$ cat src/rtl/debounce_bank.sv
// debounce_bank: a bank of independent push-button debouncers.
// Each channel synchronises its raw input through two flops, integrates it in
// a saturating up/down counter, and flips its debounced level only when the
// counter reaches a bound (hysteresis). Press, release and long-press events
// are reported as single-cycle registered pulses.
module debounce_bank #(
    parameter int                  CHANNELS    = 4,
    parameter int                  THRESHOLD   = 100000,
    parameter int                  LONG_CYCLES = 50000000,
    parameter logic [CHANNELS-1:0] ACTIVE_LOW  = '0
) (
    input  logic                clk,
    input  logic                reset,
    input  logic [CHANNELS-1:0] button,
    output logic [CHANNELS-1:0] button_db,
    output logic [CHANNELS-1:0] press_pulse,
    output logic [CHANNELS-1:0] release_pulse,
    output logic [CHANNELS-1:0] long_pulse
);

    localparam int              CW    = $clog2(THRESHOLD + 1);
    localparam logic [CW-1:0]   TOP_C = CW'(THRESHOLD);

    // Two-flop synchroniser; inversion happens first so "1" always means pressed.
    logic [CHANNELS-1:0] ff1;
    logic [CHANNELS-1:0] ff2;

    // Synchronise the polarity-corrected raw inputs into the clock domain.
    always_ff @(posedge clk) begin
        if (reset) begin
            ff1 <= '0;
            ff2 <= '0;
        end else begin
            ff1 <= button ^ ACTIVE_LOW;
            ff2 <= ff1;
        end
    end

    for (genvar i = 0; i < CHANNELS; i++) begin : g_ch
        logic [CW-1:0] count;
        logic          at_top;
        logic          at_bottom;
        logic          db_q;
        logic          press_q;
        logic          release_q;

        assign at_top    = (count == TOP_C);
        assign at_bottom = (count == '0);

        // Saturating integrator: walk toward the synchronised level, never wrap.
        always_ff @(posedge clk) begin
            if (reset) begin
                count <= '0;
            end else if (ff2[i]) begin
                if (!at_top) count <= count + 1'b1;
            end else begin
                if (!at_bottom) count <= count - 1'b1;
            end
        end

        // Debounced level with hysteresis; edge pulses coincide with the level change.
        always_ff @(posedge clk) begin
            if (reset) begin
                db_q      <= 1'b0;
                press_q   <= 1'b0;
                release_q <= 1'b0;
            end else begin
                press_q   <= at_top & ~db_q;
                release_q <= at_bottom & db_q;
                if (at_top)         db_q <= 1'b1;
                else if (at_bottom) db_q <= 1'b0;
            end
        end

        assign button_db[i]     = db_q;
        assign press_pulse[i]   = press_q;
        assign release_pulse[i] = release_q;

        if (LONG_CYCLES > 0) begin : g_long
            localparam int            HW      = $clog2(LONG_CYCLES + 1);
            localparam logic [HW-1:0] LONG_C  = HW'(LONG_CYCLES);
            localparam logic [HW-1:0] LONG_M1 = HW'(LONG_CYCLES - 1);

            logic [HW-1:0] hold;
            logic          long_q;

            // Hold timer: runs while pressed, saturates so the pulse fires once per press.
            always_ff @(posedge clk) begin
                if (reset || !db_q) begin
                    hold   <= '0;
                    long_q <= 1'b0;
                end else begin
                    if (hold != LONG_C) hold <= hold + 1'b1;
                    long_q <= (hold == LONG_M1);
                end
            end

            assign long_pulse[i] = long_q;
        end else begin : g_no_long
            assign long_pulse[i] = 1'b0;
        end
    end

endmodule

$ cat config.mk
export PLATFORM = sky130hd
export DESIGN_NAME = debounce_bank
export DESIGN_NICKNAME = d
export VERILOG_FILES = /design/src/rtl/debounce_bank.sv
export SDC_FILE = /design/constraint.sdc
export NUM_CORES = 1
export LEC_CHECK = 0
export BUFFER_PORTS_ARGS = -buffer_cell sky130_fd_sc_hd__buf_2
export CAP_MARGIN = 20
export CORE_ASPECT_RATIO = 0.9
export CORE_MARGIN = 10
export CORE_UTILIZATION = 50
export CTS_BUF_LIST = sky130_fd_sc_hd__clkbuf_8
export CTS_CLUSTER_SIZE = 28
export DETAILED_ROUTE_END_ITERATION = 7
export PLACE_DENSITY = 0.65
export SETUP_SLACK_MARGIN = 0.02
export SLEW_MARGIN = 10
export SYNTH_ARGS = -nofsm -noshare
export SYNTH_HDL_FRONTEND = slang
export SYNTH_SLANG_ARGS = --single-unit
$ cat constraint.sdc
create_clock -name clk -period 2.66 [get_ports clk]
set_input_delay 0.133 -clock clk [delete_from_list [all_inputs] [get_ports clk]]
set_output_delay 0.133 -clock clk [all_outputs]
set_load 0.05 [all_outputs]
; ---- Yosys cells after proc, flatten, opt, wreduce, memory -nomap -nowiden
; Index checks and enable logic that the tools add are counted.
[op_classes]
add_sub_neg = 12
eq_ne = 20
mux = 20
bitwise = 12
reduce_logical = 20
[op_table]
columns = cell, count
row1 = $mux 17, 12
row2 = $add 26x1->26 const B, 4
row3 = $eq 26x26->1 const B, 4
row4 = $ne 26x26->1 const B, 4
row5 = $add 17x1->17 const B, 4
row6 = $eq 17x17->1 const B, 4
row7 = $logic_not 17->1, 4
row8 = $sub 17x1->17 const B, 4
row9 = $ne 2x2->1 const B, 8
row10 = $and 1x1->1, 8
row11 = $mux 1, 8
row12 = $reduce_and 2->1, 4
row13 = $reduce_bool 2->1, 4
row14 = $logic_not 1->1, 4
row15 = $logic_or 1x1->1, 4
row16 = $not 1->1, 4
[totals]
register_bits = 196
input_bits = 6
output_inout_bits = 16

; ---- Longest topological paths before layout
; Gate-level depths: netlist of the first run.
[logic_depth]
ltp_word = 3
ltp_mapped = 10
depth_no_buf = 9

; ---- Worst setup path before layout of the first run
; No wires, ideal clock.
[synth_path]
path_kind = reg-to-reg
from = reg ff2[3]
to = reg g_ch[3].count[14]
setup_time_ps = 114
t_arrival_ps = 2296
required_time_ps = 2546
setup_slack_ps = 250
path_stages_with_launch = 11
cell_sequence = dfxtp_1 > inv_1 > ha_1 > buf_6 > a211oi_2 > o21bai_1 > a21o_1 > a221o_1 > a31oi_1 > xor2_1 > nor2_1
[synth_between]
elab_chain_len = 2
[synth_rtl]
columns = item, line
row1 = "start, declared", 26  ; logic [CHANNELS-1:0] ff2;
row2 = "start signal, assigned", 32  ; ff2 <= '0;
row3 = "start signal, assigned", 35  ; ff2 <= ff1;
row4 = $ne 2x2->1 (no line), n/a
row5 = $reduce_and 2->1 (no line), n/a
row6 = "end signal, assigned", 55  ; if (!at_top) count <= count + 1'b1;
row7 = "end signal, assigned", 57  ; if (!at_bottom) count <= count - 1'b1;
row8 = "end, declared", 40  ; logic [CW-1:0] count;
; Parallel ways exist; a longest one is shown, timed or not.
; A chain may end at the register's enable or synchronous reset.

; ---- Worst setup path in the final report of the first run
; Same ends and word-level chain as after synthesis.

==> impl_metrics.py, run 1 <==
metrics = {
    "run_status": {
        "status": "finished, final reports clean",
    },
    "yosys": {
        "synth_cell_type_count": 70,
        "synth_top_area_share_pct": 37.55,
        "synthesis.area_mm2": 0.01045,
        "async_flop_share_pct": 0,
        "yosysWarnings": 0,
        "ys_ff_latch": 196,
        "ys.flop_type": "dfxtp_1",
        "syn_nets": 1304,
        "synth_edf_count": 0,
        "synth_seq_area_share_pct": 37.55,
        "synth_area_leaders": "dfxtp_1 (38%), ha_1 (8.1%), xor2_1 (7.6%), nor2_1 (6.8%), xnor2_1 (3.9%)",
        "synth_largest_area_cell": "dfxtp_1",
        "synth.avg_cell_area_um2": 8.523,
        "syn_inst": 1226,
    },
    "cts": {
        "cts_root_buffer": "clkbuf_8",
        "cts_buffer_depth": 2,
        "clkLatencyLatePin_ns": 0.46,
        "cts_tree": "built",
        "cts_buffers": 17,
        "cts.clk_slew.worst_paths_ns": 0.09,
        "ctsHtreeMaxLevel": 4,
        "clkSinkCount": 196,
    },
    "die": {
        "io_pins": 22,
        "die_y_um": 157.1,
        "die-width_um": 172.4,
        "start_util_pct": 50.46,
        "num_rows": 50,
        "coreArea_mm2": 0.02071,
        "die_area_mm2": 0.02709,
    },
    "layout": {
        "fin_nets": 1327,
        "layout.cells.non_filler": 1547,
        "layout_commonest_cell": "dfxtp_1",
        "diodes": 0,
        "drive_above_1_share_pct": 8.247,
        "fillers": 1945,
        "area_growth_pct": 7.975,
        "final_cell_mix": "dfxtp_1 (194), nor2_1 (189), xor2_1 (91), nand2_1 (76), ha_1 (68)",
    },
    "sta": {
        "hold_viol": 0,
        "fin_crit_ns": 2.497,
        "fmax_mhz": 400.5,
        "finalClockSkew_ns": 0.01695,
        "rsz0062_at_grt": "yes",
        "finalSetupTns_ns": 0,
        "relSlewSlack_pct": 56.38,
        "maxSlewViolCount": 0,
        "setup_ws_ns": 0.1633,
        "worst_slew_pin_slew_ns": 0.6543,
        "fin_crit_sh_pct": 93.86,
        "setup_viol": 0,
    },
    "setup_path": {
        "worstPathArrival_ns": 2.83,
        "end_kind": "flip-flop",
        "cp_cell_sequence": "clkinvlp_4, buf_12, ha_1, o21ai_0, o21bai_1, a21o_1, a221o_1, a31oi_1, xor2_1, nor2_1",
        "r2r_start": "ff2[3]",
        "crit_fanout": 7,
        "max_stage_delay_ns": 0.40,
        "startpoint": "ff2[3]",
        "crit_slowest_cell": "dfxtp_2",
        "path_delay_family": "compound AO/OA/AOI/OAI gates",
        "crit_required_ns": 2.99,
        "start_kind": "flip-flop",
        "path_buf_inv": 2,
        "path_class": "flip-flop to flip-flop",
    },
    "grt": {
        "grt_pass1_wl_mm": 35.35,
        "antenna_found_initial": 0,
        "grt-ovfl-total": 0,
        "grt_pass1_vias": 7696,
        "grt_max_degree": 29,
        "grtUsageTotal_pct": 15.35,
    },
    "power_and_ir_drop": {
        "peakVddDrop_v": 0.0004885,
        "pwr-share-comb_pct": 44.5,
        "p_int_mw": 6.151,
        "p_sw_share_pct": 38.18,
        "power_density_mw_per_mm2": 881.9,
        "power_switching_mw": 3.799,
        "power_frac_clock_pct": 18.9,
        "finalPower_mw": 9.950,
        "p_leak_nw": 4.235,
        "p_seq_share_pct": 36.6,
    },
    "placed_design": {
        "port-buffer-count": 21,
        "dp_slack_ns": 0.1829,
        "hpwlAfterDp_mm": 14.66,
        "routabilityCongestion": 0.8938,
        "place_inst": 1507,
    },
    "min_path": {
        "hp-start": "reset",
        "hp-class": "input pin to flip-flop",
    },
    "route": {
        "vias": 8210,
        "drcViolationCount": 0,
        "wirelength_mm": 20.12,
        "wire_per_inst_um": 13.00,
        "ant_nets": 0,
        "vias_per_cell": 5.307,
        "drtIter0Drc": 596,
        "drt_first_pass_iters": 5,
    },
    "run": {
        "max_cap_viol_count": 0,
    },
}
==> timing repair <==
item / 4_1_cts / 5_1_grt
hold buffers: 4 / 0
setup buffers: 0 / 5
resized for setup: 0 / 8
endpoints found under the setup margin: 0 / 9
hold endpoints to repair: 4 / 0
==> state kept, by name, summed over array words and instances (netlist names) <==
name / cells
g_ch.g_long.long_q: 4
g_ch.count: 68
ff2: 4
g_ch.g_long.hold: 104
g_ch.press_q: 4
g_ch.release_q: 4
g_ch.db_q: 4
ff1: 4
==> logic make-up after synthesis <==
group                      Yosys count  share of synthesized area [%]
and+or+nand+nor                    528                          25.37
AOI/OAI and AO/OA                  208                          12.36
DFF                                196                          37.55
xor gates and xnor gates           137                          11.48
buffers and inverters               76                          3.461
adders and majority gates           72                          8.909
muxes                                9                         0.8622
==> path summary, 6_finish.rpt <==
check | to | slack, ns | depth (start not counted)
worst max-delay path | g_ch[3].count[14] | 0.16 | 10
worst min-delay path | g_ch[1].count[5] | 0.04 | 2
worst max register to register | g_ch[3].count[14] | 0.16 | 10
worst min register to register | ff2[2] | 0.44 | 1
==> synth_stat cells, types with 4 or more instances <==
cell type  number
a211oi_1       11
a21boi_0        4
a21o_1         22
a21oi_1        64
a31oi_1         4
a41oi_1         6
and2_1          9
and3_1         28
buf_1           5
buf_4          18
clkbuf_1       16
dfxtp_1       196
fa_1            4
ha_1           68
inv_1          35
mux2i_1         9
nand2_1        76
nand2b_1       17
nand3_1        59
nand4_1        23
nor2_1        189
nor2b_1        16
nor3_1         37
nor3_2          6
nor3b_1         4
nor4_1         15
o211ai_1        5
o21a_1         10
o21ai_0        47
o21ai_1         9
o21bai_1        6
or3_1          14
xnor2_1        46
xor2_1         91
==> stage by stage <==
step	hold slack, ns	utilization (%)	instance area (µm²)
2_1_floorplan	0.2612	-	10450
3_3_place_gp	0.3487	52.13	10790
3_5_place_dp	0.3479	52.13	10790
4_1_cts	0.01468	54.16	11210
5_1_grt	0.01260	54.48	11280
6_report	0.03515	54.48	11280
==> metal layers <==
layer  up-vias  wire (µm)  share of wire (%)  track usage, %
li1       4333          -                  -               -
met1      3768      10440                 52           20.85
met2        94       8878                 44           24.41
met3        15        566                2.8           3.156
met4         0        228                1.1           3.568
met5         -          0                  0               0
==> worst reg2reg max path: stages (launching register included) <==
cell        delay [ns]
dfxtp_2           0.40
clkinvlp_4        0.16
buf_12            0.16
ha_1              0.38
o21ai_0           0.19
o21bai_1          0.10
a21o_1            0.18
a221o_1           0.39
a31oi_1           0.23
xor2_1            0.16
nor2_1            0.05
==> layout make-up <==
cell class	count	area [µm²]	area share, %
clock buffer	17	234.0	2.074
multi-input combinational	954	6173	54.72
inverter	35	138.9	1.231
clock inverter	14	146.4	1.298
timing repair buffer	45	305.3	2.706
sequential	196	3926	34.80
tap	286	357.8	3.172
==> power groups by stage <==
stage	combinational (mW)	clock, mW	sequential [mW]
6_report	4.43	1.88	3.65
4_1_cts	4.35	1.96	3.65
5_1_grt	5.02	2.08	3.69
3_5_place_dp	4.31	0	3.71
2_1_floorplan	3.61	0	3.61
3_3_place_gp	4.32	0	3.71
No activity file was read; power rests on OpenSTA's default activity.
==> run 2, diff against run 1 <==
--- a/config.mk
+++ b/config.mk
@@ -14,6 +14,7 @@
 export CTS_CLUSTER_SIZE = 28
 export DETAILED_ROUTE_END_ITERATION = 7
 export PLACE_DENSITY = 0.65
+export RECOVER_POWER = 25
 export SETUP_SLACK_MARGIN = 0.02
 export SLEW_MARGIN = 10
 export SYNTH_ARGS = -nofsm -noshare
==> run 2 against run 1 <==
Die area unchanged; non-clock buffer count unchanged; combinational power about the same; worst hold slack improved by 0.0016 ns; largest power group unchanged.
==> impl_metrics.py, run 2 (synthesis results as in run 1) <==
metrics = {
    "run_status": {
        "status": "finished, final reports clean",
    },
    "route": {
        "wire_per_inst_um": 13.00,
        "drt_first_pass_iters": 5,
        "vias": 8198,
        "drtIter0Drc": 599,
        "vias_per_cell": 5.299,
        "ant_nets": 0,
        "wirelength_mm": 20.11,
        "drcViolationCount": 0,
    },
    "sta": {
        "finalClockSkew_ns": 0.01738,
        "finalSetupTns_ns": 0,
        "relSlewSlack_pct": 14.04,
        "setup_viol": 0,
        "fin_crit_sh_pct": 94.05,
        "worst_slew_pin_slew_ns": 1.289,
        "rsz0062_at_grt": "yes",
        "fmax_mhz": 399.7,
        "maxSlewViolCount": 0,
        "hold_viol": 0,
        "fin_crit_ns": 2.502,
    },
    "power_and_ir_drop": {
        "p_int_mw": 6.151,
        "peakVddDrop_v": 0.0004882,
        "p_sw_share_pct": 38.13,
        "power_density_mw_per_mm2": 883.8,
        "p_leak_nw": 4.155,
        "power_switching_mw": 3.790,
        "p_seq_share_pct": 36.7,
        "power_frac_clock_pct": 18.8,
        "pwr-share-comb_pct": 44.5,
    },
    "layout": {
        "largest_reg_flops": 104,
        "fin_nets": 1327,
        "area_growth_pct": 7.652,
        "drive_above_1_share_pct": 6.661,
        "diodes": 0,
        "reg_top3": "g_ch.g_long.hold x104, g_ch.count x68",
        "layout_commonest_cell": "dfxtp_1",
        "multi_input_area_mm2": 0.006171,
        "layout.cells.non_filler": 1547,
        "fillers": 1956,
        "largest-register": "g_ch.g_long.hold",
        "regArea_mm2": 0.003926,
        "final_cell_mix": "dfxtp_1 (194), nor2_1 (189), xor2_1 (91), nand2_1 (76), ha_1 (68)",
    },
    "die": {
        "start_util_pct": 50.46,
        "die-width_um": 172.4,
        "io_pins": 22,
        "die_area_mm2": 0.02709,
        "num_rows": 50,
        "coreArea_mm2": 0.02071,
        "die_y_um": 157.1,
    },
    "setup_path": {
        "cp_cell_sequence": "clkinvlp_4, buf_12, ha_1, o21ai_0, o21bai_1, a21o_1, a221o_1, a31oi_1, xor2_1, nor2_1",
        "r2r_start": "ff2[3]",
        "crit_fanout": 7,
        "startpoint": "ff2[3]",
        "max_stage_delay_ns": 0.40,
        "start_kind": "flip-flop",
        "crit_required_ns": 2.99,
        "path_class": "flip-flop to flip-flop",
        "worstPathArrival_ns": 2.83,
        "crit_slowest_cell": "dfxtp_2",
        "end_kind": "flip-flop",
    },
    "cts": {
        "cts.clk_slew.worst_paths_ns": 0.09,
        "ctsHtreeMaxLevel": 4,
        "cts_tree": "built",
        "clkLatencyLatePin_ns": 0.46,
        "cts_buffer_depth": 2,
        "clkSinkCount": 196,
        "cts_root_buffer": "clkbuf_8",
        "cts_buffers": 17,
    },
    "grt": {
        "grt_max_degree": 29,
        "grt_pass1_wl_mm": 35.35,
        "grtUsageTotal_pct": 15.35,
        "grt-ovfl-total": 0,
        "antenna_found_initial": 0,
        "grt_pass1_vias": 7696,
    },
    "placed_design": {
        "routabilityCongestion": 0.8938,
        "port-buffer-count": 21,
        "place_inst": 1507,
        "hpwlAfterDp_mm": 14.66,
    },
    "run": {
        "max_cap_viol_count": 0,
    },
    "min_path": {
        "hp-class": "input pin to flip-flop",
        "hp-start": "reset",
    },
}
[run 2: repair_timing]
action,CTS,global route
endpoints found under the hold margin,4,0
buffers inserted,0,5
setup endpoints to repair,0,9
hold buffers,4,0
resized for setup,0,8
[run 2: final timing paths]
path | to | slack [ns] | depth (start not counted)
worst min register to register | ff2[2] | 0.44 | 1
worst min-delay path | g_ch[1].count[5] | 0.04 | 2
worst max register to register | g_ch[3].count[14] | 0.16 | 10
worst max-delay path | g_ch[3].count[14] | 0.16 | 10
[run 2: final cells by class]
cell class | count | share of cell area [%]
repair buffers | 45 | 2.436
clock inverters | 14 | 1.301
well taps | 286 | 3.181
inverters | 35 | 1.235
flip-flops and latches | 196 | 34.91
clock buffers | 17 | 2.080
multi-input cells | 954 | 54.86
[run 2: worst max-delay path: cells and delay by family, from the launching register on]
family                     cells  cell delay (ns)
AOI/OAI and AO/OA              5             1.09
DFF                            1             0.40
adders and majority gates      1             0.38
buffers and inverters          2             0.32
xor gates and xnor gates       1             0.16
and+or+nand+nor                1             0.05
[run 2: layer usage]
layer | vias up | wire, µm | GRT usage (%)
met5 | - | 0 | 0
met4 | 0 | 228 | 3.568
met3 | 15 | 571 | 3.156
met2 | 96 | 8892 | 24.41
met1 | 3755 | 10410 | 20.85
li1 | 4332 | - | -
[run 2: power groups by stage]
stage	logic [mW]	clock network, mW	registers [mW]
2_1_floorplan	3.61	0	3.61
3_3_place_gp	4.32	0	3.71
3_5_place_dp	4.31	0	3.71
4_1_cts	4.35	1.96	3.65
5_1_grt	5.02	2.08	3.69
6_report	4.43	1.87	3.65
[run 2: through the flow]
step	total power, mW	util (%)	setup WS (ns)	hold WS, ns	cell area [µm²]
global placement	8.037	52.13	0.2366	0.3487	10790
detailed placement	8.026	52.13	0.1829	0.3479	10790
global route	10.79	54.32	0.01204	0.01260	11250
floorplan	7.221	-	0.2500	0.2612	10450
finish	9.941	54.32	0.1582	0.03679	11250
CTS	9.958	54.16	0.1607	0.01468	11210
==> run 3, diff against run 2 <==
==> constraint.sdc (replaced) <==
create_clock -name clk -period 2.66 [get_ports clk]
set_input_delay 0.133 -clock clk [delete_from_list [all_inputs] [get_ports clk]]
set_output_delay 0.133 -clock clk [all_outputs]
set_load 0.1 [all_outputs]
==> run 3 against run 2 <==
Power barely moved; sequential power barely moved; maximum frequency did not move; setup slack did not move; clock skew barely moved; via count barely moved; clock-buffer cell count did not move; non-clock buffer count did not move; largest power group unchanged.
==> impl_metrics.py, run 3 (synthesis results as in run 1) <==
metrics = {
    "run_status": {
        "status": "finished, final reports clean",
    },
    "cts": {
        "cts_tree": "built",
        "clkLatencyLatePin_ns": 0.46,
        "ctsHtreeMaxLevel": 4,
        "cts_root_buffer": "clkbuf_8",
        "cts.clk_slew.worst_paths_ns": 0.09,
        "clkSinkCount": 196,
        "cts_buffers": 17,
        "cts_buffer_depth": 2,
    },
    "sta": {
        "fin_crit_ns": 2.502,
        "relSlewSlack_pct": 14.04,
        "worst_slew_pin_slew_ns": 1.289,
        "hold_ws_ns": 0.03679,
        "finalSetupTns_ns": 0,
        "hold_viol": 0,
        "maxSlewViolCount": 0,
        "rsz0062_at_grt": "yes",
        "finalClockSkew_ns": 0.01738,
        "fin_crit_sh_pct": 94.05,
        "fmax_mhz": 399.7,
        "setup_viol": 0,
    },
    "run": {
        "max_cap_viol_count": 0,
    },
    "layout": {
        "diodes": 0,
        "reg_top3": "g_ch.g_long.hold x104, g_ch.count x68",
        "drive_above_1_share_pct": 6.820,
        "layout_commonest_cell": "dfxtp_1",
        "area_growth_pct": 7.676,
        "largest-register": "g_ch.g_long.hold",
        "largest_reg_flops": 104,
        "fin_nets": 1327,
        "final_cell_mix": "dfxtp_1 (194), nor2_1 (189), xor2_1 (91), nand2_1 (76), ha_1 (68)",
    },
    "placed_design": {
        "routabilityCongestion": 0.8938,
        "port-buffer-count": 21,
        "hpwlAfterDp_mm": 14.66,
    },
    "setup_path": {
        "path_class": "flip-flop to flip-flop",
        "end_kind": "flip-flop",
        "cp_cell_sequence": "clkinvlp_4, buf_12, ha_1, o21ai_0, o21bai_1, a21o_1, a221o_1, a31oi_1, xor2_1, nor2_1",
        "crit_fanout": 7,
        "worstPathArrival_ns": 2.83,
        "max_stage_delay_ns": 0.40,
        "start_kind": "flip-flop",
        "crit_slowest_cell": "dfxtp_2",
        "crit_required_ns": 2.99,
    },
    "power_and_ir_drop": {
        "peakVddDrop_v": 0.0004885,
        "power_density_mw_per_mm2": 883.6,
        "p_leak_nw": 4.164,
    },
    "grt": {
        "grt-ovfl-total": 0,
        "grt_max_degree": 29,
        "grt_pass1_vias": 7696,
        "grt_pass1_wl_mm": 35.35,
        "grtUsageTotal_pct": 15.35,
        "antenna_found_initial": 0,
    },
    "die": {
        "die_y_um": 157.1,
        "io_pins": 22,
        "die-width_um": 172.4,
        "start_util_pct": 50.46,
        "die_area_mm2": 0.02709,
        "coreArea_mm2": 0.02071,
        "num_rows": 50,
    },
    "route": {
        "drtIter0Drc": 599,
        "ant_nets": 0,
        "vias_per_cell": 5.299,
        "drcViolationCount": 0,
        "wire_per_inst_um": 13.00,
        "drt_first_pass_iters": 5,
        "vias": 8197,
        "wirelength_mm": 20.11,
    },
    "min_path": {
        "hp-class": "input pin to flip-flop",
    },
}
[run 3: cell count changes in the layout (fill, tap and decap cells not counted)]
| cell | change |
|---|---|
| buf_2 | +2 |
| clkbuf_1 | -2 |
[run 3: final cells by class]
type / instances / area [µm²]
clock buffers: 17 / 234.0
clock inverters: 14 / 146.4
fillers: 1956 / 9457
inverters: 35 / 138.9
multi-input cells: 954 / 6171
flip-flops and latches: 196 / 3926
well taps: 286 / 357.8
repair buffers: 45 / 276.5
[run 3: power by group]
group	internal, mW	total, mW	switching, mW
Clock	0.770	1.87	1.10
Combinational	2.03	4.43	2.39
Sequential	3.35	3.65	0.299
[run 3: per-layer routing]
metal	track usage (%)	routed length [µm]	up-vias
met3	3.156	575	15
li1	-	-	4332
met5	0	0	-
met1	20.85	10410	3753
met2	24.41	8891	97
met4	3.568	228	0
[run 3: path summary, 6_finish.rpt]
kind | cells past startpoint | endpoint | from | slack, ns
worst min register to register | 1 | ff2[2] | ff1[2] | 0.44
worst min-delay path | 2 | g_ch[1].count[5] | reset | 0.04
worst max register to register | 10 | g_ch[3].count[14] | ff2[3] | 0.16
worst max-delay path | 10 | g_ch[3].count[14] | ff2[3] | 0.16
[run 3: worst max-delay path, delay by kind of cell, from the launching register on]
| kind | cells | cell delay [ns] |
|---|---|---|
| AO/OA/AOI/OAI | 5 | 1.09 |
| XOR/XNOR | 1 | 0.16 |
| adder cells (fa/ha/maj) | 1 | 0.38 |
| buffers and inverters | 2 | 0.32 |
| flip-flops | 1 | 0.40 |
| AND/OR/NAND/NOR | 1 | 0.05 |
[run 3: stage by stage]
step	worst slack, ns	std cells	util [%]	area (µm²)	total power [mW]
floorplan	0.2500	1226	-	10450	7.221
global placement	0.2366	1507	52.13	10790	8.037
detailed placement	0.1829	1507	52.13	10790	8.026
CTS	0.1607	1542	54.16	11210	9.958
global route	0.01204	1547	54.33	11250	10.79
finish	0.1582	1547	54.33	11250	9.941
[run 3: timing repair]
item	in CTS	in global routing
endpoints found under the hold margin	4	0
buffers inserted	0	5
hold buffers	4	0
endpoints found under the setup margin	0	9
gates resized for setup	0	8
